File: config.mk
export PLATFORM = sky130hd
export DESIGN_NAME = execute_muldiv
export DESIGN_NICKNAME = d
export VERILOG_FILES = /design/src/rtl/muldiv_pkg.sv /design/src/rtl/muldiv_core.sv /design/src/rtl/execute_muldiv.sv
export SDC_FILE = /design/constraint.sdc
export NUM_CORES = 1
export LEC_CHECK = 0
export CORE_MARGIN = 3
export CORE_UTILIZATION = 35
export DETAILED_ROUTE_END_ITERATION = 16
export DONT_BUFFER_PORTS = 1
export GPL_TIMING_DRIVEN = 0
export SYNTH_ARGS = -nofsm -noshare
export SYNTH_HDL_FRONTEND = slang
export SYNTH_HIERARCHICAL = 1
export SYNTH_SLANG_ARGS = --single-unit
File: constraint.sdc
create_clock -name Clk -period 5 [get_ports Clk]
set_input_delay 0.5 -clock Clk [delete_from_list [all_inputs] [get_ports Clk]]
set_output_delay 0.5 -clock Clk [all_outputs]
set_load 0.01 [all_outputs]
File: src/rtl/muldiv_pkg.sv
// Shared encodings, state enumeration and helpers for the iterative multiply/divide unit.
// The divider state and the DIV/DIVU codes only take effect when MULDIV_DIV_EN is defined.
package muldiv_pkg;

    localparam int ITER_COUNT = 32;

    localparam logic [2:0] OP_MULT  = 3'd0;
    localparam logic [2:0] OP_MULTU = 3'd1;
    localparam logic [2:0] OP_DIV   = 3'd2;
    localparam logic [2:0] OP_DIVU  = 3'd3;
    localparam logic [2:0] OP_MTHI  = 3'd4;
    localparam logic [2:0] OP_MTLO  = 3'd5;

    typedef enum logic [1:0] {
        IDLE = 2'd0,
        MUL  = 2'd1,
`ifdef MULDIV_DIV_EN
        DIV  = 2'd2,
`endif
        FIN  = 2'd3
    } state_t;

    function automatic logic [31:0] magnitude(input logic [31:0] x, input logic is_signed);
        return (is_signed && x[31]) ? (~x + 32'd1) : x;
    endfunction

endpackage

File: src/rtl/muldiv_core.sv
// Unsigned shift-add multiplier / restoring divider sharing one {acc_hi, acc_lo} register pair.
// The divider path exists only when MULDIV_DIV_EN is defined.
module muldiv_core
    import muldiv_pkg::*;
#(
    parameter int WIDTH = 32
) (
    input  logic             Clk,
    input  logic             Rst,
    input  logic             clr,
    input  logic             load,
    input  logic             run,
`ifdef MULDIV_DIV_EN
    input  logic             div_mode,
`endif
    input  logic [WIDTH-1:0] load_lo,
    input  logic [WIDTH-1:0] load_opnd,
    output logic [WIDTH-1:0] acc_hi,
    output logic [WIDTH-1:0] acc_lo,
    output logic             last
);

    logic [WIDTH-1:0] acc_hi_reg, acc_lo_reg, opnd_reg;
    logic [WIDTH-1:0] acc_hi_next, acc_lo_next;
    logic [4:0]       cnt_reg;
    logic [WIDTH:0]   mul_wide;
`ifdef MULDIV_DIV_EN
    logic [WIDTH:0]   div_shift;
    logic [WIDTH-1:0] div_diff;
`endif

    assign acc_hi = acc_hi_reg;
    assign acc_lo = acc_lo_reg;
    assign last   = (cnt_reg == 5'(ITER_COUNT - 1));

    always_comb begin
        // Multiply: conditionally add the multiplicand, then shift {carry, hi, lo} right.
        mul_wide = acc_lo_reg[0] ? ({1'b0, acc_hi_reg} + {1'b0, opnd_reg}) : {1'b0, acc_hi_reg};
        {acc_hi_next, acc_lo_next} = {mul_wide, acc_lo_reg[WIDTH-1:1]};
`ifdef MULDIV_DIV_EN
        // Divide: shift the next dividend bit into the remainder and try subtracting.
        div_shift = {acc_hi_reg, acc_lo_reg[WIDTH-1]};
        div_diff  = div_shift[WIDTH-1:0] - opnd_reg;
        if (div_mode) begin
            if (div_shift >= {1'b0, opnd_reg}) begin
                acc_hi_next = div_diff;
                acc_lo_next = {acc_lo_reg[WIDTH-2:0], 1'b1};
            end else begin
                acc_hi_next = div_shift[WIDTH-1:0];
                acc_lo_next = {acc_lo_reg[WIDTH-2:0], 1'b0};
            end
        end
`endif
    end

    always_ff @(posedge Clk) begin
        if (Rst) begin
            acc_hi_reg <= '0;
            acc_lo_reg <= '0;
            opnd_reg   <= '0;
            cnt_reg    <= '0;
        end else if (clr) begin
            cnt_reg <= '0;
        end else if (load) begin
            acc_hi_reg <= '0;
            acc_lo_reg <= load_lo;
            opnd_reg   <= load_opnd;
            cnt_reg    <= '0;
        end else if (run) begin
            acc_hi_reg <= acc_hi_next;
            acc_lo_reg <= acc_lo_next;
            if (!last)
                cnt_reg <= cnt_reg + 5'd1;
        end
    end

endmodule

File: src/rtl/execute_muldiv.sv
// Execute-stage HI/LO unit: control FSM, operand sign handling and architectural HI/LO.
// Define MULDIV_DIV_EN to include DIV/DIVU; otherwise those codes are ignored.
module execute_muldiv
    import muldiv_pkg::*;
#(
    parameter int WIDTH = 32
) (
    input  logic             Clk,
    input  logic             Rst,
    input  logic             StartE,
    input  logic [2:0]       OpE,
    input  logic [WIDTH-1:0] ReadData1E,
    input  logic [WIDTH-1:0] ReadData2E,
    input  logic             FlushE,
    output logic             Busy,
    output logic             Done,
    output logic [WIDTH-1:0] HiOut,
    output logic [WIDTH-1:0] LoOut
);

    state_t           state_reg;
    logic [WIDTH-1:0] hi_reg, lo_reg;
    logic             busy_reg, done_reg, neg_lo_reg;
`ifdef MULDIV_DIV_EN
    logic             is_div_reg, div0_reg, neg_hi_reg;
    logic             is_div_op, div_by_zero;
`endif
    logic             is_mul_op, op_signed, accept;
    logic [WIDTH-1:0] mag_a, mag_b, load_lo, load_opnd;
    logic             core_load, core_run, core_last;
    logic [WIDTH-1:0] core_hi, core_lo, fin_hi, fin_lo;
    logic [2*WIDTH-1:0] prod, prod_fix;

    assign Busy  = busy_reg;
    assign Done  = done_reg;
    assign HiOut = hi_reg;
    assign LoOut = lo_reg;

    always_comb begin
        is_mul_op = (OpE == OP_MULT) || (OpE == OP_MULTU);
        op_signed = (OpE == OP_MULT) || (OpE == OP_DIV);
        mag_a     = magnitude(ReadData1E, op_signed);
        mag_b     = magnitude(ReadData2E, op_signed);
        accept    = StartE && !FlushE && (state_reg == IDLE);
        load_lo   = mag_b;
        load_opnd = mag_a;
        core_load = accept && is_mul_op;
        core_run  = !FlushE && (state_reg == MUL);
`ifdef MULDIV_DIV_EN
        is_div_op   = (OpE == OP_DIV) || (OpE == OP_DIVU);
        div_by_zero = (ReadData2E == '0);
        if (!is_mul_op) begin
            // A zero divisor parks the raw dividend so FIN can hand it straight to HI.
            load_lo   = div_by_zero ? ReadData1E : mag_a;
            load_opnd = mag_b;
        end
        core_load = accept && (is_mul_op || is_div_op);
        core_run  = !FlushE && ((state_reg == MUL) || (state_reg == DIV));
`endif
    end

    always_comb begin
        prod     = {core_hi, core_lo};
        prod_fix = neg_lo_reg ? (~prod + 1'b1) : prod;
        fin_hi   = prod_fix[2*WIDTH-1:WIDTH];
        fin_lo   = prod_fix[WIDTH-1:0];
`ifdef MULDIV_DIV_EN
        if (is_div_reg) begin
            if (div0_reg) begin
                fin_hi = core_lo;
                fin_lo = '1;
            end else begin
                fin_lo = neg_lo_reg ? (~core_lo + 1'b1) : core_lo;
                fin_hi = neg_hi_reg ? (~core_hi + 1'b1) : core_hi;
            end
        end
`endif
    end

    muldiv_core #(.WIDTH(WIDTH)) u_core (
        .Clk       (Clk),
        .Rst       (Rst),
        .clr       (FlushE),
        .load      (core_load),
        .run       (core_run),
`ifdef MULDIV_DIV_EN
        .div_mode  (state_reg == DIV),
`endif
        .load_lo   (load_lo),
        .load_opnd (load_opnd),
        .acc_hi    (core_hi),
        .acc_lo    (core_lo),
        .last      (core_last)
    );

    always_ff @(posedge Clk) begin
        if (Rst) begin
            state_reg  <= IDLE;
            hi_reg     <= '0;
            lo_reg     <= '0;
            busy_reg   <= 1'b0;
            done_reg   <= 1'b0;
            neg_lo_reg <= 1'b0;
`ifdef MULDIV_DIV_EN
            is_div_reg <= 1'b0;
            div0_reg   <= 1'b0;
            neg_hi_reg <= 1'b0;
`endif
        end else begin
            done_reg <= 1'b0;
            if (FlushE) begin
                state_reg <= IDLE;
                busy_reg  <= 1'b0;
            end else begin
                case (state_reg)
                    IDLE: begin
                        if (StartE) begin
                            if (is_mul_op) begin
                                neg_lo_reg <= op_signed && (ReadData1E[WIDTH-1] ^ ReadData2E[WIDTH-1]);
`ifdef MULDIV_DIV_EN
                                is_div_reg <= 1'b0;
`endif
                                state_reg  <= MUL;
                                busy_reg   <= 1'b1;
`ifdef MULDIV_DIV_EN
                            end else if (is_div_op) begin
                                is_div_reg <= 1'b1;
                                div0_reg   <= div_by_zero;
                                neg_lo_reg <= op_signed && !div_by_zero &&
                                              (ReadData1E[WIDTH-1] ^ ReadData2E[WIDTH-1]);
                                neg_hi_reg <= op_signed && !div_by_zero && ReadData1E[WIDTH-1];
                                state_reg  <= div_by_zero ? FIN : DIV;
                                busy_reg   <= 1'b1;
`endif
                            end else if (OpE == OP_MTHI) begin
                                hi_reg <= ReadData1E;
                            end else if (OpE == OP_MTLO) begin
                                lo_reg <= ReadData1E;
                            end
                        end
                    end
                    MUL: begin
                        if (core_last)
                            state_reg <= FIN;
                    end
`ifdef MULDIV_DIV_EN
                    DIV: begin
                        if (core_last)
                            state_reg <= FIN;
                    end
`endif
                    FIN: begin
                        hi_reg    <= fin_hi;
                        lo_reg    <= fin_lo;
                        done_reg  <= 1'b1;
                        busy_reg  <= 1'b0;
                        state_reg <= IDLE;
                    end
                    default: state_reg <= IDLE;
                endcase
            end
        end
    end

endmodule
==> run metrics <==
outcome completed; MaxCap Viol Count 0; register area share after synthesis 0.281; vias 12.7k; clock buffer depth 2; total CTS buffers 17; first-pass GRT wire length 74500 um; Rows 67; Fin. Hold Viols 0; largest area contributor in the netlist dfxtp_1; Port Buffer Count 0; initial DRC count 1446; core region area 33900 um2; post-synth cell types 86; fin. max-slew vios 0; final worst path period share 0.763; Setup TNS 0 ns; n_diodes 0; Post-Synthesis Cells 1587; Worst-Skew Late Latency 0.45 ns; routability cong. 1.02; Synth area leaders dfxtp_1 28%, nor2_1 6.0%, a21oi_1 5.9%, nand2_1 5.4%, xnor2_1 4.9%; Worst Clk Skew 0.0145 ns; drt wl/cell 24.6 um; vias per inst 6.16; largest fanout on the critical path 9; Sink Count 170; Crit Path Class reg -> reg; Critical Path RT 5.30 ns; CTS root buffer clkbuf_16; Post-CTS Setup Inserts 0; starting density of the core 0.358; DPL Wire Length 40100 um; final WL 50900 um; Multi-input gate area 8200 um2; r2r endpoint HiOut[27]; remaining global-route overflow 0; Initial DRT Pass Iterations 6; Static Leak 4.62 nW; Synth async-reset ratio 0; Hold Path Sink u_core/opnd_reg[0]; hold path depth 2; FF/Latch Area 3400 um2; total nets after synthesis 1699; WL met2 21500 um; die width 192 um; Reg2Reg Depth 6; Hold Startpoint ReadData1E[0]; synthesized area per cell 7.63 um2; post-CTS sizing 0; largest net degree at the start of global routing 17; Slew headroom 0.0853; register-to-register setup slack 1.18 ns; max incr delay on CP 1.11 ns; Hold/Removal Path Class in -> reg; Post-synth EDFFs 0; Crit path arrival time 4.11 ns; Cell Area, Synth 12100 um2; Max Used Layer met4; Die Y 192 um; most frequent cells in the layout 194 x nor2_1, 173 x nand2_1, 170 x dfxtp_1, 144 x a21oi_1, 79 x clkbuf_1; critical path, cell by cell or3_1 -> nor4_1 -> nand2_1 -> o41ai_1 -> xor2_1 -> a21oi_1; Tightest Pin Transition 1.37 ns; initial antenna violation count 0; cts hold-fix bufs 0; most common cell after layout, fill and taps aside nor2_1; top cell type's share of synthesized area 0.281; Ports 137; Fill cells 3591; number of global-route vias before repair 12.0k; FF+latch count, synth 170; CTS tree yes; crit path capture type flip-flop; GR Util All Layers 0.267; clock slew at reported path FFs 0.07 ns; # setup viols final 0; die area 36900 um2; final net count 1719; Ys Warns 6; slowest stage cell, crit path o41ai_1; maximum clock rate 0.262 GHz; DRC viols 0; PD cells 248 nW/um2; Routed Antenna Nets 0; CP Buf/Inv Count 0; Post-synth top flop dfxtp_1; R2R Path Start u_core/acc_hi[8]; unrepaired setup endpoints after global routing false; dpl ws 1.33 ns; startpoint types flip-flop; Final min period 3.82 ns; area grow syn2layout 9.76%; Routed met1 length 21500 um; hold slack 0.212 ns; routed length on met3 5760 um; H-tree levels 4; share of layout cells above drive strength 1 0.0494; CP top delay family simple AND/OR/NAND/NOR gates; Peak VDD IR 0.191 mV; final worst slack 1.18 ns
## layout make-up
| cell class | instances | share of cell area |
|---|---|---|
| Sequential cell | 170 | 0.256 |
| Clock buffer | 18 | 0.0323 |
| Clock inverter | 14 | 0.0139 |
| Inverter | 31 | 0.00875 |
| Multi-Input combinational cell | 1286 | 0.617 |
| Buffer | 100 | 0.0298 |
| Timing Repair Buffer | 1 | 0.000564 |
| Tap cell | 448 | 0.0421 |
## Yosys cell counts (24+ instances only)
| library cell | count |
|---|---|
| nor2_1 | 194 |
| nand2_1 | 173 |
| dfxtp_1 | 170 |
| a21oi_1 | 144 |
| clkbuf_1 | 78 |
| xnor2_1 | 68 |
| xor2_1 | 59 |
| o21ai_0 | 58 |
| a211oi_1 | 51 |
| mux2i_1 | 48 |
| nor3_1 | 41 |
| ha_1 | 40 |
| o31ai_1 | 32 |
| inv_1 | 30 |
| nand4_1 | 25 |
| or3_1 | 24 |
## metal layers
layer  vias to the layer above  GRT usage
met3                       119     0.0883
li1                       5896          -
met2                       647      0.401
met5                         -          0
met4                         0      0.109
met1                      6067      0.352
## through the flow
stage | std cells | area, um2 | power [mW] | util
CTS | 2068 | 13300 | 3.30 | 0.393
global placement | 2035 | 12700 | 1.88 | 0.374
global route | 2068 | 13300 | 3.40 | 0.393
detailed placement | 2036 | 12700 | 1.88 | 0.375
finish | 2068 | 13300 | 3.30 | 0.393
floorplan | 1587 | 12100 | 1.74 | -
## worst max path at each step
| stage | cells after the start | end | from | slack [ns] |
|---|---|---|---|---|
| after floorplan | 10 | u_core/acc_lo[31] | ReadData2E[12] | 1.92 |
| after global placement | 8 | u_core/opnd_reg[27] | ReadData1E[6] | 1.36 |
| after detailed placement | 8 | u_core/opnd_reg[31] | ReadData1E[6] | 1.33 |
| after CTS | 6 | HiOut[27] | u_core/acc_hi[8] | 1.50 |
| after global routing | 6 | HiOut[27] | u_core/acc_hi[8] | 1.13 |
| final | 6 | HiOut[27] | u_core/acc_hi[8] | 1.18 |
## logic make-up (layout without fill, tap and decap cells)
| group | after synthesis | in the layout | share of synthesized area |
|---|---|---|---|
| flip-flops | 170 | 170 | 0.281 |
| adder cells (fa/ha/maj) | 41 | 41 | 0.0430 |
| AO/OA/AOI/OAI | 476 | 476 | 0.266 |
| multiplexers | 50 | 50 | 0.0415 |
| XOR/XNOR | 127 | 127 | 0.0918 |
| AND/OR/NAND/NOR | 592 | 592 | 0.235 |
| buffers and inverters | 131 | 164 | 0.0423 |
## worst register-to-register path, delay by kind of cell, from the launching register on
family | cells | cell delay [ns]
XOR/XNOR | 1 | 0.19
flip-flops | 1 | 0.47
AO/OA/AOI/OAI | 2 | 1.19
AND/OR/NAND/NOR | 3 | 1.81
## power breakdown
| group | internal (mW) | switching (mW) | leakage [nW] |
|---|---|---|---|
| clock | 0.799 | 0.626 | 0.295 |
| sequential | 1.38 | 0.0396 | 1.37 |
| combinational | 0.144 | 0.313 | 2.95 |
| total | 2.32 | 0.979 | 4.62 |
Note: power is estimated with default switching activity, not from simulation.
